`src/rtl/sdram_arbiter.sv`:
```
// Single-outstanding arbiter in front of the SDRAM controller: download writes first, then read ports 0..3.
// Build option SDRAM_ARB_DOWNLOAD_EN enables the one-entry download write buffer and dl_active gating.
module sdram_arbiter #(
    parameter int ADDR_WIDTH = 23,
    parameter int DATA_WIDTH = 32
) (
    input  logic                  clk,
    input  logic                  reset_n,
    input  logic                  dl_active,
    input  logic [ADDR_WIDTH-1:0] dl_addr,
    input  logic [DATA_WIDTH-1:0] dl_data,
    input  logic                  dl_wr,
    output logic                  dl_overflow,
    input  logic                  port_0_req,
    input  logic [ADDR_WIDTH-1:0] port_0_addr,
    output logic                  port_0_ack,
    output logic                  port_0_valid,
    output logic [DATA_WIDTH-1:0] port_0_q,
    input  logic                  port_1_req,
    input  logic [ADDR_WIDTH-1:0] port_1_addr,
    output logic                  port_1_ack,
    output logic                  port_1_valid,
    output logic [DATA_WIDTH-1:0] port_1_q,
    input  logic                  port_2_req,
    input  logic [ADDR_WIDTH-1:0] port_2_addr,
    output logic                  port_2_ack,
    output logic                  port_2_valid,
    output logic [DATA_WIDTH-1:0] port_2_q,
    input  logic                  port_3_req,
    input  logic [ADDR_WIDTH-1:0] port_3_addr,
    output logic                  port_3_ack,
    output logic                  port_3_valid,
    output logic [DATA_WIDTH-1:0] port_3_q,
    output logic [ADDR_WIDTH-1:0] sdram_addr,
    output logic [DATA_WIDTH-1:0] sdram_data,
    output logic                  sdram_we,
    output logic                  sdram_req,
    input  logic                  sdram_ack,
    input  logic                  sdram_valid,
    input  logic [DATA_WIDTH-1:0] sdram_q
);

    typedef enum logic [1:0] {
        IDLE = 2'd0,
        REQ  = 2'd1,
        WAIT = 2'd2
    } state_t;

    state_t state;
    state_t state_next;

    logic [3:0]            req_vec;
    logic [ADDR_WIDTH-1:0] req_addr [4];
    logic [1:0]            rd_idx;
    logic                  rd_ok;
    logic                  take_dl;
    logic                  wr_grant;
    logic [1:0]            grant;
    logic [3:0]            ack_vec;
    logic [3:0]            valid_vec;
    logic [DATA_WIDTH-1:0] q_reg [4];

    assign req_vec     = {port_3_req, port_2_req, port_1_req, port_0_req};
    assign req_addr[0] = port_0_addr;
    assign req_addr[1] = port_1_addr;
    assign req_addr[2] = port_2_addr;
    assign req_addr[3] = port_3_addr;

    always_comb begin
        rd_idx = 2'd0;
        priority case (1'b1)
            req_vec[0]: rd_idx = 2'd0;
            req_vec[1]: rd_idx = 2'd1;
            req_vec[2]: rd_idx = 2'd2;
            req_vec[3]: rd_idx = 2'd3;
            default:    rd_idx = 2'd0;
        endcase
    end

`ifdef SDRAM_ARB_DOWNLOAD_EN
    logic                  dl_pending;
    logic [ADDR_WIDTH-1:0] dl_buf_addr;
    logic [DATA_WIDTH-1:0] dl_buf_data;
    logic                  wr_done;

    assign take_dl = dl_pending;
    assign rd_ok   = (|req_vec) && !dl_active;
    assign wr_done = (state == REQ) && sdram_ack && wr_grant;
    assign sdram_we = wr_grant;

    // A write landing in the same cycle as the ack refills the freed slot.
    always_ff @(posedge clk or negedge reset_n) begin
        if (!reset_n) begin
            dl_pending  <= 1'b0;
            dl_overflow <= 1'b0;
            dl_buf_addr <= '0;
            dl_buf_data <= '0;
        end else if (dl_wr) begin
            if (dl_pending && !wr_done) begin
                dl_overflow <= 1'b1;
            end else begin
                dl_pending  <= 1'b1;
                dl_buf_addr <= dl_addr;
                dl_buf_data <= dl_data;
            end
        end else if (wr_done) begin
            dl_pending <= 1'b0;
        end
    end

    always_ff @(posedge clk or negedge reset_n) begin
        if (!reset_n) begin
            wr_grant   <= 1'b0;
            sdram_data <= '0;
        end else if (state == IDLE) begin
            if (take_dl) begin
                wr_grant   <= 1'b1;
                sdram_data <= dl_buf_data;
            end else if (rd_ok) begin
                wr_grant <= 1'b0;
            end
        end
    end
`else
    logic unused_dl;

    assign unused_dl   = ^{dl_active, dl_addr, dl_data, dl_wr};
    assign take_dl     = 1'b0;
    assign rd_ok       = |req_vec;
    assign wr_grant    = 1'b0;
    assign sdram_we    = 1'b0;
    assign sdram_data  = '0;
    assign dl_overflow = 1'b0;
`endif

    always_ff @(posedge clk or negedge reset_n) begin
        if (!reset_n) state <= IDLE;
        else          state <= state_next;
    end

    always_comb begin
        state_next = state;
        unique case (state)
            IDLE: if (take_dl || rd_ok) state_next = REQ;
            REQ:  if (sdram_ack) state_next = wr_grant ? IDLE : WAIT;
            WAIT: if (sdram_valid) state_next = IDLE;
            default: state_next = IDLE;
        endcase
    end

    always_comb begin
        sdram_req = (state == REQ);
        ack_vec   = 4'b0000;
        if (state == REQ && sdram_ack && !wr_grant) ack_vec[grant] = 1'b1;
    end

    always_ff @(posedge clk or negedge reset_n) begin
        if (!reset_n) begin
            sdram_addr <= '0;
            grant      <= 2'd0;
            valid_vec  <= 4'b0000;
            for (int i = 0; i < 4; i++) q_reg[i] <= '0;
        end else begin
            valid_vec <= 4'b0000;
            if (state == IDLE) begin
                if (take_dl) begin
                    sdram_addr <= dl_buf_addr_sel();
                end else if (rd_ok) begin
                    sdram_addr <= req_addr[rd_idx];
                    grant      <= rd_idx;
                end
            end
            if (state == WAIT && sdram_valid) begin
                valid_vec[grant] <= 1'b1;
                q_reg[grant]     <= sdram_q;
            end
        end
    end

    function automatic logic [ADDR_WIDTH-1:0] dl_buf_addr_sel();
`ifdef SDRAM_ARB_DOWNLOAD_EN
        return dl_buf_addr;
`else
        return '0;
`endif
    endfunction

    assign port_0_ack   = ack_vec[0];
    assign port_1_ack   = ack_vec[1];
    assign port_2_ack   = ack_vec[2];
    assign port_3_ack   = ack_vec[3];
    assign port_0_valid = valid_vec[0];
    assign port_1_valid = valid_vec[1];
    assign port_2_valid = valid_vec[2];
    assign port_3_valid = valid_vec[3];
    assign port_0_q     = q_reg[0];
    assign port_1_q     = q_reg[1];
    assign port_2_q     = q_reg[2];
    assign port_3_q     = q_reg[3];

endmodule

```
`config.mk`:
```
export PLATFORM = sky130hd
export DESIGN_NAME = sdram_arbiter
export DESIGN_NICKNAME = d
export VERILOG_FILES = /design/src/rtl/sdram_arbiter.sv
export SDC_FILE = /design/constraint.sdc
export NUM_CORES = 1
export LEC_CHECK = 0
export CAP_MARGIN = 30
export CORE_AREA = 2 2 147 149
export CTS_CLUSTER_SIZE = 20
export DETAILED_ROUTE_END_ITERATION = 10
export DIE_AREA = 0 0 149 151
export PLACE_DENSITY = 0.78
export REMOVE_ABC_BUFFERS = 1
export SYNTH_ARGS = -nofsm -noshare
export SYNTH_HDL_FRONTEND = slang
export SYNTH_SLANG_ARGS = --single-unit
```
`constraint.sdc`:
```
create_clock -name clk -period 2.54 [get_ports clk]
set_clock_uncertainty 0.15 [all_clocks]
set_input_delay 0.635 -clock clk [delete_from_list [all_inputs] [get_ports clk]]
set_output_delay 0.635 -clock clk [all_outputs]
set_load 0.02 [all_outputs]
```
# Word-level counts from Yosys, hierarchy flattened
# Cells that the tools add are included.
# W data, S select, Z words.
# totals
register_bits	159
word_cells	46
inputBits	189
output_inout_bits	194
# classes
eq_ne	5
n_reduce_logical	8
bitwise	2
n_mux	18
n_lt_le_gt_ge	5
# op_table
op	count
$bwmux W128	1
$demux W32 S2	1
$bmux W23 S2	1
$mux W23	2
$mux W32	1
$mux W2	7
$mux W4	2
$ge A3 B3 Y1 const B	2
$not A2 Y3	2
$pmux W2 S3	1
$logic_and A1 B1 Y1	4
$ne A2 B2 Y1 const B	2
$reduce_or A4 Y1	1
$lt A2 B3 Y1 const B	1
$lt A3 B1 Y1 const B	1
$reduce_and A3 Y1	1
$demux W1 S2	1
$eq A2 B1 Y1 const B	1
$eq A2 B2 Y1 const B	1
$ge A2 B1 Y1 const B	1
$logic_not A2 Y1	1
$ne A2 B1 Y1 const B	1
$reduce_and A2 Y1	1
$mux W1	1

# Depth between registers and ports, before layout
# depth
ltp_word	8
ltp_mapped	7

# Worst setup path before layout
# Ideal clock, no wire load.
# synth_path
kind	register to output
from	register state[1]
to	output port port_0_ack
t_arrival_ps	1457
path_stages_with_launch	4
path_slack_ps	298
path_cell_list	dfrtp_1 -> nor2b_1 -> nand2_1 -> nor3_1
# synth_between
elab_chain_cells	3
# synth_rtl
item	line	rtl
start: declaration	49	state_t state;
start signal: assignment	138	else state <= state_next;
$eq A2 B1 Y1	-	
named net sdram_req	37	output logic sdram_req,
$logic_and A1 B1 Y1	154	if (state == REQ && sdram_ack && !wr_grant) ack_vec[grant] = 1'b1;
$mux W4	154	
end: declaration	16	output logic port_0_ack,
# The timed path passes the listed nets, and every way through them passes these cells.

# Worst setup path after layout
# layout_path
from	input port sdram_ack
to	output port port_3_ack
# layout_between
elab_chain_cells	2
# layout_rtl
item	line	rtl
start: declaration	38	input logic sdram_ack,
$logic_and A1 B1 Y1	154	
$mux W4	154	
end: declaration	31	output logic port_3_ack,
# Every way passes these cells.

==> key figures <==
Worst setup path
  • Worst EP arrival: roughly 1700 ps
  • Setup crit start kind: input pin
  • Worst R2R Path Depth: 4
  • Worst-path fanout max: 5
  • Critical Path End Type: output port
  • Required @ worst endpoint: 1750 ps
  • Worst R2R Start: state[0]$_DFFE_PN0P_
  • FF-to-FF End: port_0_q[28]$_DFFE_PN0P_
  • Internal reg-to-reg setup slack: 710 ps
  • Critical path class: in2out

STA
  • RSZ-0062 raised after global routing: true
  • Highest clock rate: 402 MHz
  • Final Hold Viols: 0
  • Final Max Tran Viols: 0
  • Fin crit share: between 90% and 100%
  • Final Critical Period: ~2500 ps
  • Final setup fails: 0
  • Final setup TNS: 0 ps

Worst hold path
  • Worst hold path cell count: 1
  • HP Start: port_0_q[24]$_DFFE_PN0P_
  • Worst hold endpoint: port_0_q[24]$_DFFE_PN0P_
  • Worst min path class: reg2reg

Drt
  • Final WL: roughly 20,000 um
  • Detailed Route Iter0 Violations: 109
  • Post-route ant nets: 0
  • Vias per cell: 4.82
  • Avg WL per Cell: 17.1 um
  • DRT Pass-1 Iters: 4
  • Remaining DRCs: 0
  • Vias: 5,663

Power
  • VDD IR max: 0.000366 V
  • Pwr dens: around 1100 nW/um^2
  • Leakage: about 4.9 nW

Floorplanning
  • Die footprint: 22,500 sq um
  • # rows: 53
  • Starting Density: 35.3%
  • DIE HEIGHT: 151 um
  • Total I/O pin count: 383
  • Core area: 20,800 sq um
  • Die width: approximately 150 um

Final layout
  • N_diodes: 0
  • Fraction of layout cells with a size suffix above 1: between 20% and 30%
  • Core Util, Final: 53.6%
  • Most common cell after layout, fill and taps aside: clkdlybuf4s50_1
  • Area delta synth->final: 51.6%
  • Fin nets: between 1,000 and 1,500
  • Commonest cells after routing, fill and taps aside: clkdlybuf4s50_1, dfrtp_1, mux2_2, a21oi_1, conb_1

Synth
  • Fraction of registers with async set/reset: 100%
  • Post-Syn Instances: 603
  • Synth warn: 0
  • Register area share after synthesis: 54.1%
  • Ys flop type: dfrtp_1
  • Yosys reg bits: approximately 160
  • Netlist Area Pre-Place: about 7400 sq um
  • Post-Synthesis Mean Instance Area: 12.2 sq um
  • Post-synth EDFFs: 0
  • Synth cell types: 29

Clock tree
  • Clk slew on worst S/H paths: 60 ps
  • Clock root buffer: clkbuf_16
  • Max clock buf depth: 2
  • H-tree levels: 4
  • Clock Latency Late Sink: around 420 ps
  • Post-CTS setup buffers: 0
  • Sink Count: around 160
  • CTS Buf Count: 17
  • CTS tree: done

Global route
  • Number of global-route vias before repair: around 5,600
  • Largest net degree at the start of global routing: 67
  • Initial antenna violation count: 0
  • Gr ovfl total: 0
  • All-layer global routing usage: 17.2%
  • First-pass GRT wire length: 30,200 um

Outcome
  • Outcome: complete, no violations

Place
  • Port bufs: 291
  • Dpl hpwl: 14,500 um
  • Gpl congestion: 0.749

Job
  • Max_cap viols: 0
[sequential cells by signal (all words and copies together) (netlist names)]
register and cells:
valid_vec 4, port_2_q 32, port_1_q 32, sdram_addr 23, port_0_q 32, port_3_q 32, state 2, grant 2
[how the worst max path moves through the flow]
stage | start | end | slack (ps) | depth (start not counted)
floorplan | sdram_valid | port_3_q[0]$_DFFE_PN0P_ | -310 | 3
global placement | sdram_ack | port_0_ack | -250 | 4
detailed placement | sdram_ack | port_0_ack | -310 | 4
CTS | sdram_ack | port_0_ack | 20 | 4
global route | sdram_ack | port_0_ack | -10 | 4
finish | sdram_ack | port_3_ack | 50 | 4
[timing repair]
| action | 4_1_cts | 5_1_grt |
|---|---|---|
| resized for setup | 8 | 2 |
| hold endpoints to repair | 36 | 0 |
| hold buffers | 1 | 0 |
| endpoints found under the setup margin | 5 | 4 |
| cloned | 0 | 0 |
[cells in the mapped netlist (5+ instances only)]
| cell | instances | area share [%] |
|---|---|---|
| a21oi_1 | 46 | 3.1 |
| a22o_1 | 22 | 2.6 |
| a31oi_1 | 22 | 1.9 |
| and3b_1 | 22 | 2.6 |
| buf_2 | 12 | 0.82 |
| buf_4 | 34 | 3.5 |
| buf_6 | 5 | 0.77 |
| clkbuf_1 | 26 | 1.3 |
| dfrtp_1 | 159 | 54 |
| inv_1 | 25 | 1.3 |
| mux2_2 | 124 | 19 |
| nand3b_1 | 25 | 2.6 |
| nor2_1 | 8 | 0.41 |
| nor2b_1 | 23 | 2.0 |
| o21ai_0 | 25 | 1.7 |
[report_power, final]
part	switching (mW)	internal, mW	leakage [nW]	total (mW)
clock	1.18	1.34	0.283	2.52
sequential	0.596	3.65	1.99	4.25
combinational	2.85	3.03	2.60	5.88
total	4.63	8.02	4.88	12.7
[metrics by stage]
stage	hold WS, ps	power, mW	instance area (sq um)	std cells	setup WS, ps
final	343	12.7	11200	1176	54.1
after global routing	363	13.3	11200	1176	-11.1
after CTS	349	12.8	11200	1176	24.3
after detailed placement	334	10.2	10600	1143	-308
after global placement	323	10.1	10600	1143	-254
after floorplan	189	7.05	7010	557	-309
[logic make-up (layout without fill, tap and decap cells)]
group	after synthesis	count (layout)	synth area share (%)
DFF	159	159	54.1
and+or+nand+nor	89	89	8.43
AOI/OAI and AO/OA	122	122	10.1
other	1	34	0.0510
muxes	128	128	19.6
buffers and inverters	104	369	7.75
[metal layers]
layer,up-vias,track usage [%],routed length (um)
met5,-,0,0
met4,0,4.43,215
met3,16,6.33,1940
met2,250,28.3,9540
met1,2759,21.4,8400
li1,2638,-,-
[worst max-delay path, stage by stage]
cell             delay [ps]
clkdlybuf4s50_1         480
nand2_1                 110
nor2_1                  130
dlygate4sd2_1           340
[final cells by class]
class | count | area, sq um
Inverter | 25 | 93.8
Clock inverter | 14 | 148
Sequential cell | 159 | 3980
Multi-Input combinational cell | 373 | 2960
Timing Repair Buffer | 312 | 3190
Tap cell | 275 | 344
Fill cell | 1874 | 9670
Clock buffer | 18 | 439
Power figures use the tool's default switching activity.
